### config.mk
export PLATFORM = sky130hd
export DESIGN_NAME = fetch_unit_flat
export DESIGN_NICKNAME = d
export VERILOG_FILES = /design/src/rtl/riscv_pkg.sv /design/src/rtl/fetch_dec_if.sv /design/src/rtl/fetch_unit.sv /design/src/flat_wrapper.sv
export SDC_FILE = /design/constraint.sdc
export NUM_CORES = 1
export LEC_CHECK = 0
export BUFFER_PORTS_ARGS = -buffer_cell sky130_fd_sc_hd__buf_2
export CORE_AREA = 5 5 115 117
export DETAILED_ROUTE_END_ITERATION = 10
export DIE_AREA = 0 0 120 122
export PLACE_DENSITY = 0.84
export SETUP_SLACK_MARGIN = 0.05
export SYNTH_ARGS = -nofsm -noshare
export SYNTH_HDL_FRONTEND = slang
export SYNTH_SLANG_ARGS = --single-unit
### constraint.sdc
create_clock -name clk -period 4.8 [get_ports clk]
set_clock_uncertainty 0.1 [all_clocks]
set_input_delay 0.48 -clock clk [delete_from_list [all_inputs] [get_ports clk]]
set_output_delay 0.48 -clock clk [all_outputs]
set_load 0.02 [all_outputs]
### src/rtl/riscv_pkg.sv
// Shared RISC-V sizing constants for the front end.
//   ALEN  : byte-address width
//   XLEN  : instruction/data word width
//   NOP_A : canonical NOP (addi x0, x0, 0), shown when no instruction is held
package riscv_pkg;
  localparam int ALEN = 32;
  localparam int XLEN = 32;
  localparam logic [XLEN-1:0] NOP_A = 32'h0000_0013;
endpackage

### src/rtl/fetch_dec_if.sv
// Fetch-to-decode handshake bundle.
//   out_valid : head entry valid (fetch -> decode)
//   out_ready : decode accepts the head entry this cycle (decode -> fetch)
//   out_pc    : byte address of the head instruction
//   out_instr : head instruction word
// master = fetch side, slave = decode side.
interface fetch_dec_if;
  import riscv_pkg::*;

  logic            out_valid;
  logic            out_ready;
  logic [ALEN-1:0] out_pc;
  logic [XLEN-1:0] out_instr;

  modport master (output out_valid, output out_pc, output out_instr, input out_ready);
  modport slave  (input out_valid, input out_pc, input out_instr, output out_ready);
endinterface

### src/rtl/fetch_unit.sv
// Instruction fetch unit: fetch PC register feeding a 2-entry {pc, instr}
// FIFO toward decode. One instruction per cycle in steady state; a redirect
// flushes the FIFO and restarts fetch at the word-aligned target.
// Ports:
//   clk            : clock, all state on rising edge
//   rst            : asynchronous active-low reset
//   imem_addr      : byte address to instruction memory (== fetch_pc)
//   imem_instr     : instruction returned combinationally for imem_addr
//   redirect_valid : branch/jump redirect request (highest priority)
//   redirect_pc    : redirect target byte address
//   dec            : decode handshake (out_valid/out_ready/out_pc/out_instr)
module fetch_unit
  import riscv_pkg::*;
#(
  parameter logic [ALEN-1:0] RESET_PC = '0
) (
  input  logic                clk,
  input  logic                rst,
  output logic [ALEN-1:0]     imem_addr,
  input  logic [XLEN-1:0]     imem_instr,
  input  logic                redirect_valid,
  input  logic [ALEN-1:0]     redirect_pc,
  fetch_dec_if.master         dec
);

  logic [ALEN-1:0] fetch_pc;
  logic [1:0]      count;
  logic [ALEN-1:0] pc_e0;
  logic [ALEN-1:0] pc_e1;
  logic [XLEN-1:0] instr_e0;
  logic [XLEN-1:0] instr_e1;
  logic            head_valid;
  logic            pop;
  logic            enq;

  assign imem_addr  = fetch_pc;
  assign head_valid = (count != 2'd0);
  assign pop        = head_valid && dec.out_ready;
  // A full FIFO can still accept when the head leaves in the same cycle.
  assign enq        = !redirect_valid && ((count != 2'd2) || pop);

  // Control state: fetch PC and occupancy.
  always_ff @(posedge clk or negedge rst) begin
    if (!rst) begin
      fetch_pc <= RESET_PC;
      count    <= 2'd0;
    end else if (redirect_valid) begin
      count    <= 2'd0;
      fetch_pc <= {redirect_pc[ALEN-1:2], 2'b00};
    end else begin
      if (enq) begin
        fetch_pc <= fetch_pc + ALEN'(4);
      end
      case ({enq, pop})
        2'b10:   count <= count + 2'd1;
        2'b01:   count <= count - 2'd1;
        default: count <= count;
      endcase
    end
  end

  // FIFO storage. Entries are qualified by count, so they need no reset;
  // stale contents after a pop or flush are never visible.
  always_ff @(posedge clk) begin
    if (pop) begin
      pc_e0    <= pc_e1;
      instr_e0 <= instr_e1;
    end
    if (enq) begin
      // The new entry lands at the head slot when the FIFO is, or is about
      // to become, empty; this overrides the shift above.
      if ((count == 2'd0) || ((count == 2'd1) && pop)) begin
        pc_e0    <= fetch_pc;
        instr_e0 <= imem_instr;
      end else begin
        pc_e1    <= fetch_pc;
        instr_e1 <= imem_instr;
      end
    end
  end

  // Outputs come only from the head register, masked while empty so reset
  // clears them immediately through count.
  assign dec.out_valid = head_valid;
  assign dec.out_pc    = head_valid ? pc_e0 : '0;
  assign dec.out_instr = head_valid ? instr_e0 : NOP_A;

endmodule

### src/flat_wrapper.sv
// flat-port wrapper written by rule: the top's interface ports become plain ports
module fetch_unit_flat import riscv_pkg::*;
#(
  parameter logic [ALEN-1:0] RESET_PC = '0
)
  (clk, rst, imem_addr, imem_instr, redirect_valid, redirect_pc, dec_out_valid, dec_out_pc, dec_out_instr, dec_out_ready);
  fetch_dec_if dec_i ();
  input  logic clk;
  input  logic rst;
  output logic [ALEN-1:0] imem_addr;
  input  logic [XLEN-1:0] imem_instr;
  input  logic redirect_valid;
  input  logic [ALEN-1:0] redirect_pc;
  output wire logic [$bits(dec_i.out_valid)-1:0] dec_out_valid;
  output wire logic [$bits(dec_i.out_pc)-1:0] dec_out_pc;
  output wire logic [$bits(dec_i.out_instr)-1:0] dec_out_instr;
  input wire logic [$bits(dec_i.out_ready)-1:0] dec_out_ready;
  assign dec_out_valid = dec_i.out_valid;
  assign dec_out_pc = dec_i.out_pc;
  assign dec_out_instr = dec_i.out_instr;
  assign dec_i.out_ready = dec_out_ready;
  fetch_unit #(.RESET_PC(RESET_PC)) u_core (.clk(clk), .rst(rst), .imem_addr(imem_addr), .imem_instr(imem_instr), .redirect_valid(redirect_valid), .redirect_pc(redirect_pc), .dec(dec_i));
endmodule
== Yosys cells after proc, flatten, opt, wreduce, memory -nomap -nowiden ==
Cells that the tools add are included.

* Memory bits (read-only): 0
* Memories: 0
* Word-level logic and storage cells: 37
* Latch bits: 0
* Bits of input ports: 68
* Register bits: 162
* Bits in writable memories: 0
* Output and inout bits: 97

* Eq/ne operators: 4
* Bitwise logic cells: 1
* Multiplexer cells: 12
* Order comparisons: 0
* Reductions and logical operators: 11
* Add/sub/neg operators: 3
* Divide/modulo/power cells: 0
* Multipliers: 0
* Shifts and indexed selects: 0

{| class="wikitable"
|+ Operators by type and width
! operator !! number
|-
| $mux 32 || 10
|-
| $add 32x3->32 const B || 1
|-
| $eq 2x1->1 const B || 2
|-
| $pmux 2 s2 || 1
|-
| $reduce_bool 2->1 || 2
|-
| $logic_and 1x1->1 || 3
|-
| $reduce_bool 3->1 || 1
|-
| $add 2x1->2 const B || 1
|-
| $eq 2x2->1 const B || 1
|-
| $logic_not 2->1 || 1
|-
| $logic_or 1x1->1 || 2
|-
| $mux 2 || 1
|-
| $ne 2x2->1 const B || 1
|-
| $reduce_and 2->1 || 1
|-
| $sub 2x1->2 const B || 1
|-
| $logic_not 1->1 || 1
|-
| $not 1->1 || 1
|}

== Depth between registers and ports, before layout ==
Gate-level depths: netlist of run 1.

* Depth in word-level cells: 7
* Gate-level depth with buffers: 9

== Worst setup path after synthesis of run 1 ==
No wires, ideal clock.

* Path type: flip-flop to flip-flop
* Start point: register u_core.count[0]
* End point: register u_core.instr_e1[0], enable pin
* Stages on the path, launching flop included: 6
* Data required time: 4.283 ns
* Library setup time: 0.417 ns
* Buffers on the path: 1
* Setup slack: 2.030 ns
* Arrival: 2.253 ns
* Cell sequence: dfrtp_1 > inv_1 > ha_1 > clkbuf_1 > nor2_1 > o211a_1

* Word-level cells in the longest chain between the ends: 6

{| class="wikitable"
|+ RTL lines
! item !! line !! RTL
|-
| start: declaration || fetch_unit.sv:27 || <nowiki>logic [1:0] count;</nowiki>
|-
| start signal: assignment || fetch_unit.sv:55 || <nowiki>2'b10: count <= count + 2'd1;</nowiki>
|-
| start signal: assignment || fetch_unit.sv:56 || <nowiki>2'b01: count <= count - 2'd1;</nowiki>
|-
| start signal: assignment || fetch_unit.sv:57 || <nowiki>default: count <= count;</nowiki>
|-
| $reduce_bool 2->1 || fetch_unit.sv:37 || <nowiki>assign head_valid = (count != 2'd0);</nowiki>
|-
| $logic_and 1x1->1 || fetch_unit.sv:38 || <nowiki>assign pop = head_valid && dec.out_ready;</nowiki>
|-
| $logic_and 1x1->1 || fetch_unit.sv:72 || <nowiki>if ((count == 2'd0) || ((count == 2'd1) && pop)) begin</nowiki>
|-
| $logic_or 1x1->1 || fetch_unit.sv:72 ||
|-
| $not 1->1 (no source line) || - ||
|-
| $reduce_and 2->1 (no source line) * || - ||
|-
| end signal: assignment || fetch_unit.sv:77 || <nowiki>instr_e1 <= imem_instr;</nowiki>
|-
| end: declaration || fetch_unit.sv:31 || <nowiki>logic [XLEN-1:0] instr_e1;</nowiki>
|}

Every way passes the cells marked *; elsewhere a longest branch is shown, timed or not.
A chain may end at the register's enable or synchronous reset.

== Worst setup path in the final report of run 1 ==
* Start point: register u_core.count[0]
* End point: register u_core.pc_e0[8]

* Word-level cells in the longest chain between the ends: 6

{| class="wikitable"
|+ RTL lines
! item !! line !! RTL
|-
| $reduce_bool 2->1 || fetch_unit.sv:37 ||
|-
| $logic_and 1x1->1 || fetch_unit.sv:38 ||
|-
| $logic_and 1x1->1 || fetch_unit.sv:72 ||
|-
| $logic_or 1x1->1 || fetch_unit.sv:72 ||
|-
| $mux 32 || fetch_unit.sv:72 ||
|-
| $mux 32 * || fetch_unit.sv:69 || <nowiki>if (enq) begin</nowiki>
|-
| end signal: assignment || fetch_unit.sv:66 || <nowiki>pc_e0 <= pc_e1;</nowiki>
|-
| end signal: assignment || fetch_unit.sv:73 || <nowiki>pc_e0 <= fetch_pc;</nowiki>
|-
| end: declaration || fetch_unit.sv:28 || <nowiki>logic [ALEN-1:0] pc_e0;</nowiki>
|}

Marked as above.

==> insert_results.sql, run 1 <==
INSERT INTO impl_metrics (metric_group, metric, value, unit) VALUES
('status', 'run_status', 'complete, no violations', ''),
('setup_path', 'path_max_fanout', '96', ''),
('yosys', 'netlist.top_cell.by_area', 'edfxtp_1', ''),
('setup_path', 'setup.worst_path.start_class', 'register', ''),
('yosys', 'synth_edf_count', '62', ''),
('placed_design', 'placement.io_buffers', '160', ''),
('yosys', 'synth_xor_area_share', '3.87', '%'),
('clock_network', 'clk_pin_slew', '60', 'ps'),
('yosys', 'ys_dominant_reg_cell', 'dfxtp_1', ''),
('sta', 'slew-limit-headroom', '29.0', '%'),
('setup_path', 'timing.critical_path.cells', 'inv_1, ha_2, inv_1, mux2_2, nor2_4, buf_4, o21ai_0', ''),
('yosys', 'synthArstFlopShare', '20.3', '%'),
('routing', 'detail-route-antenna-nets', '0', ''),
('routing', 'routedLengthMet1', '6450', 'µm'),
('floorplanning', 'fp.dieW', '120', 'µm'),
('setup_path', 'critical_path_top_delay_cell', 'buf_4', ''),
('floorplanning', 'fp-row-count', '41', ''),
('floorplanning', 'die_h', '122', 'µm'),
('grt', 'grt_resource_usage_total', '21.3', '%'),
('flow_run', 'cap_viol_max_count', '0', ''),
('setup_path', 'crit_path_most_repeated_cell', 'inv_1', ''),
('routing', 'via_per_inst', '5.33', ''),
('placed_design', 'routability_cong', '0.891', ''),
('setup_path', 'path_delay_family', 'buffers and inverters', ''),
('grt', 'globalRouteOverflowTotal', '0', ''),
('yosys', 'synth_compound_gate_area_share', '8.12', '%'),
('yosys', 'synth_top_family_by_area', 'simple AND/OR/NAND/NOR gates', ''),
('yosys', 'synth.area.mux_share', '9.61', '%'),
('sta', 'timing.final.max_slew_violations', '0', ''),
('power', 'power.static_leakage', '0.00337', 'µW'),
('setup_path', 'path_class', 'register to register', ''),
('clock_network', 'holdBufCountCts', '0', ''),
('sta', 'tightest_slew', '1070', 'ps'),
('sta', 'finalHoldViolCount', '0', ''),
('sta', 'final_period_minus_worst_setup_slack', '3300', 'ps'),
('yosys', 'avgSynthCellArea', '10.9', 'µm²'),
('sta', 'timing.setup.tns', '0', 'ps'),
('routing', 'dr_wl_met2', '7390', 'µm'),
('floorplanning', 'core_footprint', '0.0123', 'mm²'),
('setup_path', 'crit_end_category', 'register', ''),
('routing', 'vias', '4976', ''),
('cells_and_area', 'layout-drive-gt1-share', '26.9', '%'),
('sta', 'holdWs', '24.0', 'ps'),
('setup_path', 'critPathMaxStageDelay', '740', 'ps'),
('sta', 'final_period_utilization', '68.8', '%'),
('clock_network', 'cts_inserted_buffers', '17', ''),
('clock_network', 'clock-sinks', '158', ''),
('routing', 'maxUsedRoutingLayer', 'met4', ''),
('yosys', 'synth.ff_latch_count', '158', ''),
('setup_path', 'arrival', '3460', 'ps'),
('cells_and_area', 'final_nets', '842', ''),
('routing', 'wl_met3', '1000', 'µm'),
('grt', 'grt_pass1_wl', '24600', 'µm'),
('routing', 'detail_route.wl_per_cell', '16.2', 'µm'),
('floorplanning', 'floorplan.io_pins', '165', ''),
('yosys', 'cell_area_after_synthesis', '0.00679', 'mm²'),
('yosys', 'ys_top_cells_by_count', 'nand2_1 (104), o21ai_0 (86), dfxtp_1 (64), mux2i_1 (63)', ''),
('setup_path', 'worst-endpoint-required', '4960', 'ps'),
('cells_and_area', 'area_added_between_synthesis_and_finish', '21.2', '%'),
('routing', 'drc_errors', '0', ''),
('yosys', 'synthDominantCellAreaShare', '27.4', '%'),
('setup_path', 'path_buf_inv', '3', ''),
('clock_network', 'worst_skew_pair.late_latency', '420', 'ps'),
('routing', 'routed_wirelength', '15100', 'µm'),
('clock_network', 'cts_max_level', '4', ''),
('yosys', 'synth_cell_type_count', '42', ''),
('yosys', 'post_synth_fa_ha_maj_area_fraction', '0.737', '%'),
('clock_network', 'clock_tree_from_tritoncts', 'yes', ''),
('floorplanning', 'floorplan.initialDensity', '55.4', '%'),
('clock_network', 'post-cts-setup-buffer-count', '0', ''),
('sta', 'final-setup-viol-count', '0', '');
-- cell usage in the layout (no fill, tap or decap), drive strengths merged --
| cell type | n |
|---|---|
| buf | 163 |
| nand2 | 104 |
| o21ai | 91 |
| dfxtp | 64 |
| mux2i | 63 |
| edfxtp | 62 |
| nor2b | 62 |
| dfrtp | 32 |
| xnor2 | 22 |
| clkbuf | 20 |
| nor2 | 9 |
| nor3 | 9 |
| inv | 8 |
| xor2 | 8 |
| nand3 | 8 |
| nand4 | 7 |
| clkinv | 7 |
| and3 | 6 |
| and4 | 4 |
| ha | 4 |
| or2 | 3 |
| and2 | 3 |
| clkinvlp | 3 |
| nor4 | 3 |
| mux2 | 2 |
| nor3b | 2 |
| a21oi | 2 |
| conb | 2 |
| bufinv | 2 |
| o211a | 1 |
| o2111ai | 1 |
| nand3b | 1 |
| nand2b | 1 |
| a2111o | 1 |
| a2111oi | 1 |
| o2111a | 1 |
| a21boi | 1 |
-- report_power, final --
group	total, µW	switching, µW	internal, µW
clock network	1290	508	786
logic	1990	1260	726
registers	2100	211	1890
-- final timing paths --
check                                startpoint                    to  slack (ps)  cells after the start
min in group clk                 imem_instr[17]   u_core.instr_e1[17]         150                      1
worst min-delay path                        rst  u_core.imem_addr[12]          20                      1
worst max register to register  u_core.count[0]       u_core.pc_e0[8]        1500                      7
worst min register to register  u_core.pc_e0[1]       u_core.pc_e0[1]         390                      1
max in group asynchronous                   rst  u_core.imem_addr[25]        4110                      1
worst max-delay path            u_core.count[0]       u_core.pc_e0[8]        1500                      7
-- sequential cells by signal (all words and copies together), names as in the netlist --
name,cells
u_core.count,2
u_core.imem_addr,30
u_core.instr_e0,32
u_core.instr_e1,32
u_core.pc_e0,32
u_core.pc_e1,30
-- worst register-to-register path: cells and delay by family, from the launching register on --
| kind | cells | cell delay [ps] |
|---|---|---|
| AO/OA/AOI/OAI | 1 | 300 |
| adder cells (fa/ha/maj) | 1 | 560 |
| buffers and inverters | 3 | 980 |
| flip-flops | 1 | 410 |
| multiplexers | 1 | 330 |
| AND/OR/NAND/NOR | 1 | 460 |
-- cells by family (layout without fill, tap and decap cells) --
family	count (synthesis)	in the layout
flip-flops	158	158
AO/OA/AOI/OAI	99	99
other	1	2
XOR/XNOR	30	30
buffers and inverters	47	203
multiplexers	65	65
adder cells (fa/ha/maj)	4	4
AND/OR/NAND/NOR	222	222
-- area by class of cell --
| cell class | instances | area [µm²] |
|---|---|---|
| clock buffer | 20 | 457 |
| tap | 150 | 188 |
| inverter | 8 | 30.0 |
| timing repair buffer | 163 | 823 |
| sequential | 158 | 3940 |
| multi-input combinational | 422 | 2680 |
| fill | 947 | 4020 |
| clock inverter | 12 | 120 |
-- metal layers --
metal	track usage [%]	vias up
met4	8.30	0
li1	-	2449
met2	35.7	169
met1	26.4	2336
met5	0	-
met3	5.90	22
-- per-stage QoR --
stage | area (µm²) | worst slack [ps] | power, µW | util (%) | instances
6_report | 8240 | 1500 | 5380 | 67.2 | 933
5_1_grt | 8240 | 1120 | 5730 | 67.2 | 933
4_1_cts | 8240 | 1500 | 5440 | 67.2 | 933
3_5_place_dp | 7660 | 1560 | 4140 | 62.5 | 901
3_3_place_gp | 7660 | 1650 | 4050 | 62.5 | 901
2_1_floorplan | 6800 | 2030 | 3520 | - | 627
Note: power is estimated with default switching activity, not from simulation.
==> run 2: changes to the inputs <==
- CORE_AREA: 5 5 115 117 -> 5 5 125 127
- DIE_AREA: 0 0 120 122 -> 0 0 130 132
- PLACE_DENSITY: 0.84 -> 0.75
- clock period: 4.8 -> 3 ns (I/O delays scaled with it)
==> run 2 against run 1 <==
  * Setup slack worse by 1000 ps
  * Largest cell class unchanged
  * Critical path type is now register to primary output
  * Wire length increased by 9.2%
  * Die area rose by 17%
  * Worst hold slack lost 0.93 ps
  * Via count up 5.7%
  * Total power grew 65%
  * Non-clock buffer count up 63
  * Final cell count is 10% higher
==> insert_results.sql, run 2 (synthesis results as in run 1) <==
INSERT INTO impl_metrics (metric_group, metric, value, unit) VALUES
('status', 'run_status', 'complete, no violations', ''),
('floorplanning', 'die_h', '132', 'µm'),
('hold_path', 'timing.hold.worst_endpoint', 'u_core.imem_addr[26]', ''),
('setup_path', 'timing.reg2reg.worst_path_depth', '8', ''),
('clock_network', 'clock-sinks', '158', ''),
('power', 'powerDensity', '991', 'mW/mm²'),
('grt', 'grt_resource_usage_total', '19.4', '%'),
('clock_network', 'clock_tree_from_tritoncts', 'yes', ''),
('routing', 'routed_wirelength', '16500', 'µm'),
('sta', 'timing.setup.tns', '0', 'ps'),
('setup_path', 'path_max_fanout', '38', ''),
('cells_and_area', 'area_added_between_synthesis_and_finish', '31.5', '%'),
('floorplanning', 'fp-row-count', '44', ''),
('cells_and_area', 'layout.cells.most_common', 'buf_2', ''),
('setup_path', 'r2r_slack', '570', 'ps'),
('sta', 'rsz0062_at_grt', 'no', ''),
('sta', 'timing.final.ws_setup', '452', 'ps'),
('placed_design', 'routability_cong', '0.854', ''),
('power', 'vdd_drop_max', '0.566', 'mV'),
('floorplanning', 'fp.dieW', '130', 'µm'),
('setup_path', 'critical_path.reg2reg.startpoint', 'u_core.count[0]', ''),
('sta', 'finalHoldViolCount', '0', ''),
('cells_and_area', 'final_util', '62.4', '%'),
('routing', 'via_per_inst', '5.11', ''),
('floorplanning', 'floorplan.io_pins', '165', ''),
('setup_path', 'setup.worst_path.start_class', 'register', ''),
('grt', 'globalRouteOverflowTotal', '0', ''),
('clock_network', 'worst_skew_pair.late_latency', '430', 'ps'),
('routing', 'drc_errors', '0', ''),
('clock_network', 'clk_pin_slew', '60', 'ps'),
('power', 'power.static_leakage', '0.00365', 'µW'),
('clock_network', 'post_cts_resize_count', '0', ''),
('routing', 'detail-route-antenna-nets', '0', ''),
('sta', 'slew-limit-headroom', '36.5', '%'),
('clock_network', 'clk_root_buffer_cell', 'clkbuf_16', ''),
('setup_path', 'critical_path.reg2reg.endpoint', 'u_core.imem_addr[26]', ''),
('cells_and_area', 'final_nets', '905', ''),
('setup_path', 'crit_end_category', 'primary output', ''),
('sta', 'final_period_minus_worst_setup_slack', '2550', 'ps'),
('setup_path', 'worst-endpoint-required', '2600', 'ps'),
('clock_network', 'post-cts-setup-buffer-count', '0', ''),
('sta', 'timing.final.max_slew_violations', '0', ''),
('routing', 'detail_route.wl_per_cell', '16.0', 'µm'),
('routing', 'vias', '5260', ''),
('cells_and_area', 'layout-drive-gt1-share', '24.9', '%'),
('floorplanning', 'core_footprint', '0.0143', 'mm²'),
('hold_path', 'timing.hold.worst_path_depth', '3', ''),
('cells_and_area', 'final_cell_mix', 'buf_2 (160), nand2_1 (104), o21ai_0 (86)', ''),
('grt', 'grt_pass1_vias', '5295', ''),
('grt', 'grt_max_degree', '71', ''),
('cells_and_area', 'post_layout_nonfiller_instances', '1030', ''),
('floorplanning', 'dieArea', '0.0172', 'mm²'),
('cells_and_area', 'n_antenna_cell', '0', ''),
('floorplanning', 'floorplan.initialDensity', '47.5', '%'),
('placed_design', 'place_worst_setup_slack', '587', 'ps'),
('setup_path', 'arrival', '2150', 'ps'),
('clock_network', 'cts_max_level', '4', ''),
('placed_design', 'place_hpwl', '10500', 'µm'),
('placed_design', 'placement.io_buffers', '160', ''),
('grt', 'grt_pass1_wl', '26300', 'µm'),
('routing', 'drtPass1Iterations', '4', ''),
('hold_path', 'min-delay-start', 'redirect_pc[26]', ''),
('flow_run', 'cap_viol_max_count', '0', ''),
('routing', 'dr.first_iter.drc_count', '336', ''),
('sta', 'final-setup-viol-count', '0', ''),
('hold_path', 'worst_hold_path_type', 'primary input to register', ''),
('sta', 'tightest_slew', '953', 'ps'),
('placed_design', 'post-place-cells', '939', ''),
('sta', 'max_clock_freq', '0.392', 'GHz'),
('sta', 'final_period_utilization', '84.9', '%'),
('clock_network', 'holdBufCountCts', '59', ''),
('clock_network', 'cts_inserted_buffers', '17', ''),
('cells_and_area', 'n_fill_cell', '1144', ''),
('cells_and_area', 'reg_top3', 'u_core.instr_e0 x32, u_core.instr_e1 x32, u_core.pc_e0 x32', ''),
('setup_path', 'path_class', 'register to primary output', ''),
('grt', 'antenna_found_initial', '1', ''),
('clock_network', 'number_of_buffers_on_the_longest_clock_path', '2', '');
==> run 2: cell count changes in the layout (fill, tap and decap cells not counted), sizes merged <==
cell | previous run | this run
dlygate4sd3 | 0 | 59
clkbuf | 20 | 25
clkinv | 7 | 3
buf | 163 | 167
bufinv | 2 | 3
clkinvlp | 3 | 1
==> run 2: worst max-delay path by stage <==
stage / startpoint / cells after the start / end / slack [ps]
finish: u_core.count[0] / 5 / dec_out_instr[4] / 450
global route: u_core.count[0] / 5 / dec_out_instr[1] / 340
CTS: u_core.count[0] / 5 / dec_out_instr[1] / 420
detailed placement: u_core.count[0] / 8 / u_core.imem_addr[26] / 590
global placement: u_core.count[0] / 8 / u_core.imem_addr[26] / 670
floorplan: u_core.count[0] / 5 / u_core.instr_e1[0] / 230
==> run 2: routing by layer <==
layer | vias up | GRT usage, % | part of all wire [%]
li1 | 2573 | - | -
met4 | 2 | 6.35 | 1.8
met3 | 25 | 5.23 | 6.6
met5 | - | 0 | 0.067
met2 | 177 | 32.3 | 49
met1 | 2483 | 24.5 | 43
==> run 2: per-stage QoR <==
| stage | instance area, µm² | power [µW] | hold slack, ps |
|---|---|---|---|
| after floorplan | 6800 | 5640 | -95.6 |
| after global routing | 8940 | 9410 | 11.2 |
| after global placement | 7760 | 6560 | 301 |
| after CTS | 8940 | 8940 | 3.91 |
| after detailed placement | 7760 | 6700 | 328 |
| final | 8940 | 8850 | 23.1 |
==> run 2: final cells by class <==
class | count | area (µm²) | area share (%)
Sequential cell | 158 | 3940 | 44.1
Inverter | 8 | 30.0 | 0.336
Tap cell | 184 | 230 | 2.58
Multi-Input combinational cell | 422 | 2680 | 29.9
Timing Repair Buffer | 226 | 1470 | 16.4
Clock inverter | 7 | 113 | 1.26
Clock buffer | 25 | 475 | 5.32
==> run 2: worst max-delay path: stages (launching register included) <==
cell and delay [ps]:
dfrtp_1 410, inv_1 100, ha_2 400, buf_4 450, or2_2 190, buf_2 160
==> run 2: power breakdown <==
| group | total [µW] | switching, µW | leakage (µW) | internal (µW) |
|---|---|---|---|---|
| clock | 2150 | 801 | 0.000285 | 1350 |
| sequential | 3350 | 339 | 0.00150 | 3020 |
| combinational | 3350 | 2090 | 0.00186 | 1260 |
==> run 3: changes to the inputs <==
- CORE_AREA: 5 5 125 127 -> 5 5 120 122
- DIE_AREA: 0 0 130 132 -> 0 0 125 127
- PLACE_DENSITY: 0.75 -> 0.78
- clock period: 3 -> 2.4 ns (I/O delays scaled with it)
==> run 3 against run 2 <==
  * Clock-buffer cell count fell by 5
  * Largest power group is now combinational logic
  * Non-clock buffer count up 8
  * Sequential power grew 24%
  * Combinational power is 28% higher
  * Clock power increased by 19%
  * Total power is 25% higher
  * First-iteration DRC count is 5.4% higher
  * Largest cell class unchanged
  * Register-to-register slack worse by 390 ps
  * Global-route usage increased by 1.3 points
  * Wire length decreased by 0.60%
  * Via count increased by 0.97%
==> insert_results.sql, run 3 (synthesis results as in run 1) <==
INSERT INTO impl_metrics (metric_group, metric, value, unit) VALUES
('status', 'run_status', 'complete, no violations', ''),
('setup_path', 'timing.reg2reg.worst_path_depth', '7', ''),
('floorplanning', 'floorplan.io_pins', '165', ''),
('setup_path', 'crit_end_category', 'primary output', ''),
('routing', 'detail_route.wl_per_cell', '15.9', 'µm'),
('clock_network', 'post_cts_resize_count', '0', ''),
('cells_and_area', 'layout-drive-gt1-share', '25.8', '%'),
('floorplanning', 'core_footprint', '0.0131', 'mm²'),
('hold_path', 'worst_hold_path_type', 'primary input to register', ''),
('grt', 'grt_resource_usage_total', '20.7', '%'),
('clock_network', 'cts_max_level', '4', ''),
('hold_path', 'timing.hold.worst_endpoint', 'u_core.pc_e1[15]', ''),
('sta', 'final_period_utilization', '93.4', '%'),
('placed_design', 'place_hpwl', '10500', 'µm'),
('setup_path', 'critical_path_top_delay_cell', 'dfrtp_1', ''),
('setup_path', 'setup.worst_path.start_class', 'register', ''),
('floorplanning', 'die_h', '127', 'µm'),
('routing', 'via_per_inst', '5.16', ''),
('cells_and_area', 'final_util', '68.8', '%'),
('setup_path', 'path_max_fanout', '31', ''),
('routing', 'drc_errors', '0', ''),
('clock_network', 'clock_tree_from_tritoncts', 'yes', ''),
('grt', 'grt_pass1_vias', '5308', ''),
('hold_path', 'timing.hold.worst_path_depth', '3', ''),
('placed_design', 'routability_cong', '0.810', ''),
('cells_and_area', 'reg_top3', 'u_core.instr_e0 x32, u_core.instr_e1 x32, u_core.pc_e0 x32', ''),
('sta', 'max_clock_freq', '0.446', 'GHz'),
('clock_network', 'clk_pin_slew', '70', 'ps'),
('floorplanning', 'fp-row-count', '42', ''),
('grt', 'globalRouteOverflowTotal', '0', ''),
('cells_and_area', 'design_area', '0.00900', 'mm²'),
('clock_network', 'post-cts-setup-buffer-count', '0', ''),
('routing', 'dr.first_iter.drc_count', '354', ''),
('sta', 'timing.final.max_slew_violations', '0', ''),
('setup_path', 'r2r_slack', '180', 'ps'),
('clock_network', 'clk_root_buffer_cell', 'clkbuf_16', ''),
('floorplanning', 'floorplan.initialDensity', '51.9', '%'),
('setup_path', 'critPathMaxStageDelay', '410', 'ps'),
('sta', 'timing.setup.tns', '0', 'ps'),
('routing', 'vias', '5311', ''),
('setup_path', 'path_delay_family', 'buffers and inverters', ''),
('clock_network', 'holdBufCountCts', '63', ''),
('power', 'vdd_drop_max', '0.611', 'mV'),
('routing', 'detail-route-antenna-nets', '0', ''),
('clock_network', 'worst_skew_pair.late_latency', '420', 'ps'),
('cells_and_area', 'n_antenna_cell', '0', ''),
('clock_network', 'number_of_buffers_on_the_longest_clock_path', '2', ''),
('sta', 'final-setup-viol-count', '0', ''),
('clock_network', 'cts_inserted_buffers', '17', ''),
('power', 'powerDensity', '1220', 'mW/mm²'),
('power', 'finalPower', '11000', 'µW'),
('grt', 'grt_pass1_wl', '26600', 'µm'),
('floorplanning', 'fp.dieW', '125', 'µm'),
('setup_path', 'critical_path.reg2reg.startpoint', 'u_core.count[0]', ''),
('setup_path', 'path_class', 'register to primary output', ''),
('cells_and_area', 'layout.cells.most_common', 'buf_2', ''),
('cells_and_area', 'final_nets', '913', ''),
('flow_run', 'cap_viol_max_count', '0', ''),
('sta', 'finalHoldViolCount', '0', ''),
('sta', 'rsz0062_at_grt', 'no', ''),
('hold_path', 'min-delay-start', 'redirect_valid', ''),
('sta', 'final_period_minus_worst_setup_slack', '2240', 'ps'),
('placed_design', 'placement.io_buffers', '160', ''),
('placed_design', 'placedInstanceArea', '0.00780', 'mm²'),
('setup_path', 'worst-endpoint-required', '2060', 'ps'),
('grt', 'grt_max_degree', '71', ''),
('setup_path', 'arrival', '1900', 'ps'),
('setup_path', 'timing.critical_path.cells', 'inv_1, ha_2, buf_4, or2_2, buf_2', ''),
('routing', 'drtPass1Iterations', '4', ''),
('setup_path', 'critical_path.reg2reg.endpoint', 'u_core.imem_addr[25]', ''),
('clock_network', 'clock-sinks', '158', ''),
('cells_and_area', 'final_cell_mix', 'buf_2 (160), nand2_1 (104), o21ai_0 (86)', ''),
('sta', 'tightest_slew', '780', 'ps'),
('routing', 'routed_wirelength', '16400', 'µm'),
('floorplanning', 'dieArea', '0.0159', 'mm²'),
('cells_and_area', 'area_added_between_synthesis_and_finish', '32.5', '%'),
('setup_path', 'crit_path_start', 'u_core.count[0]', ''),
('sta', 'slew-limit-headroom', '48.0', '%'),
('power', 'power.static_leakage', '0.00367', 'µW'),
('setup_path', 'path_buf_inv', '3', ''),
('grt', 'antenna_found_initial', '1', '');
==> run 3: changes by cell type in the layout (fill, tap and decap cells not counted), sizes merged <==
cell	previous run	this run
clkbuf	25	20
buf	167	171
dlygate4sd3	59	63
clkinv	3	6
clkinvlp	1	4
bufinv	3	1
inv	8	9
==> run 3: worst max path at each step <==
| stage | endpoint | cells past startpoint |
|---|---|---|
| finish | dec_out_instr[4] | 5 |
| global route | dec_out_instr[4] | 5 |
| CTS | dec_out_instr[4] | 5 |
| detailed placement | u_core.imem_addr[31] | 7 |
| global placement | u_core.imem_addr[31] | 7 |
| floorplan | u_core.pc_e0[24] | 9 |
==> run 3: worst reg2reg max path, delay by kind of cell (launching register included) <==
kind                     cells  cell delay (ps)
AND/OR/NAND/NOR              2              480
XOR/XNOR                     1              160
flip-flops                   1              390
adder cells (fa/ha/maj)      1              240
AO/OA/AOI/OAI                2              650
buffers and inverters        1               80
==> run 3: cell type report <==
class | instances | area [µm²]
Sequential cell | 158 | 3940
Tap cell | 176 | 220
Clock buffer | 20 | 457
Timing Repair Buffer | 234 | 1560
Clock inverter | 12 | 114
Inverter | 8 | 30.0
Fill cell | 962 | 4080
Multi-Input combinational cell | 422 | 2680
==> run 3: routing by layer <==
layer | part of all wire (%) | track usage, % | vias up
met5 | 0.043 | 0 | -
met4 | 1.7 | 7.46 | 2
met3 | 6.1 | 5.59 | 25
met2 | 50 | 35.6 | 188
met1 | 42 | 25.3 | 2517
li1 | - | - | 2579
==> run 3: power breakdown <==
group	switching (µW)	internal [µW]	leakage, µW	total, µW
Combinational	2650	1650	0.00190	4300
Sequential	413	3760	0.00150	4170
Clock	1070	1490	0.000269	2560
Total	4140	6890	0.00367	11000
==> run 3: metrics by stage <==
step / hold WS [ps] / cells / setup slack, ps
3_3_place_gp: 242 / 935 / 235
6_report: 263 / 1030 / 157
3_5_place_dp: 267 / 935 / 166
2_1_floorplan: -156 / 627 / 328
5_1_grt: 268 / 1030 / 64.3
4_1_cts: 253 / 1030 / 136
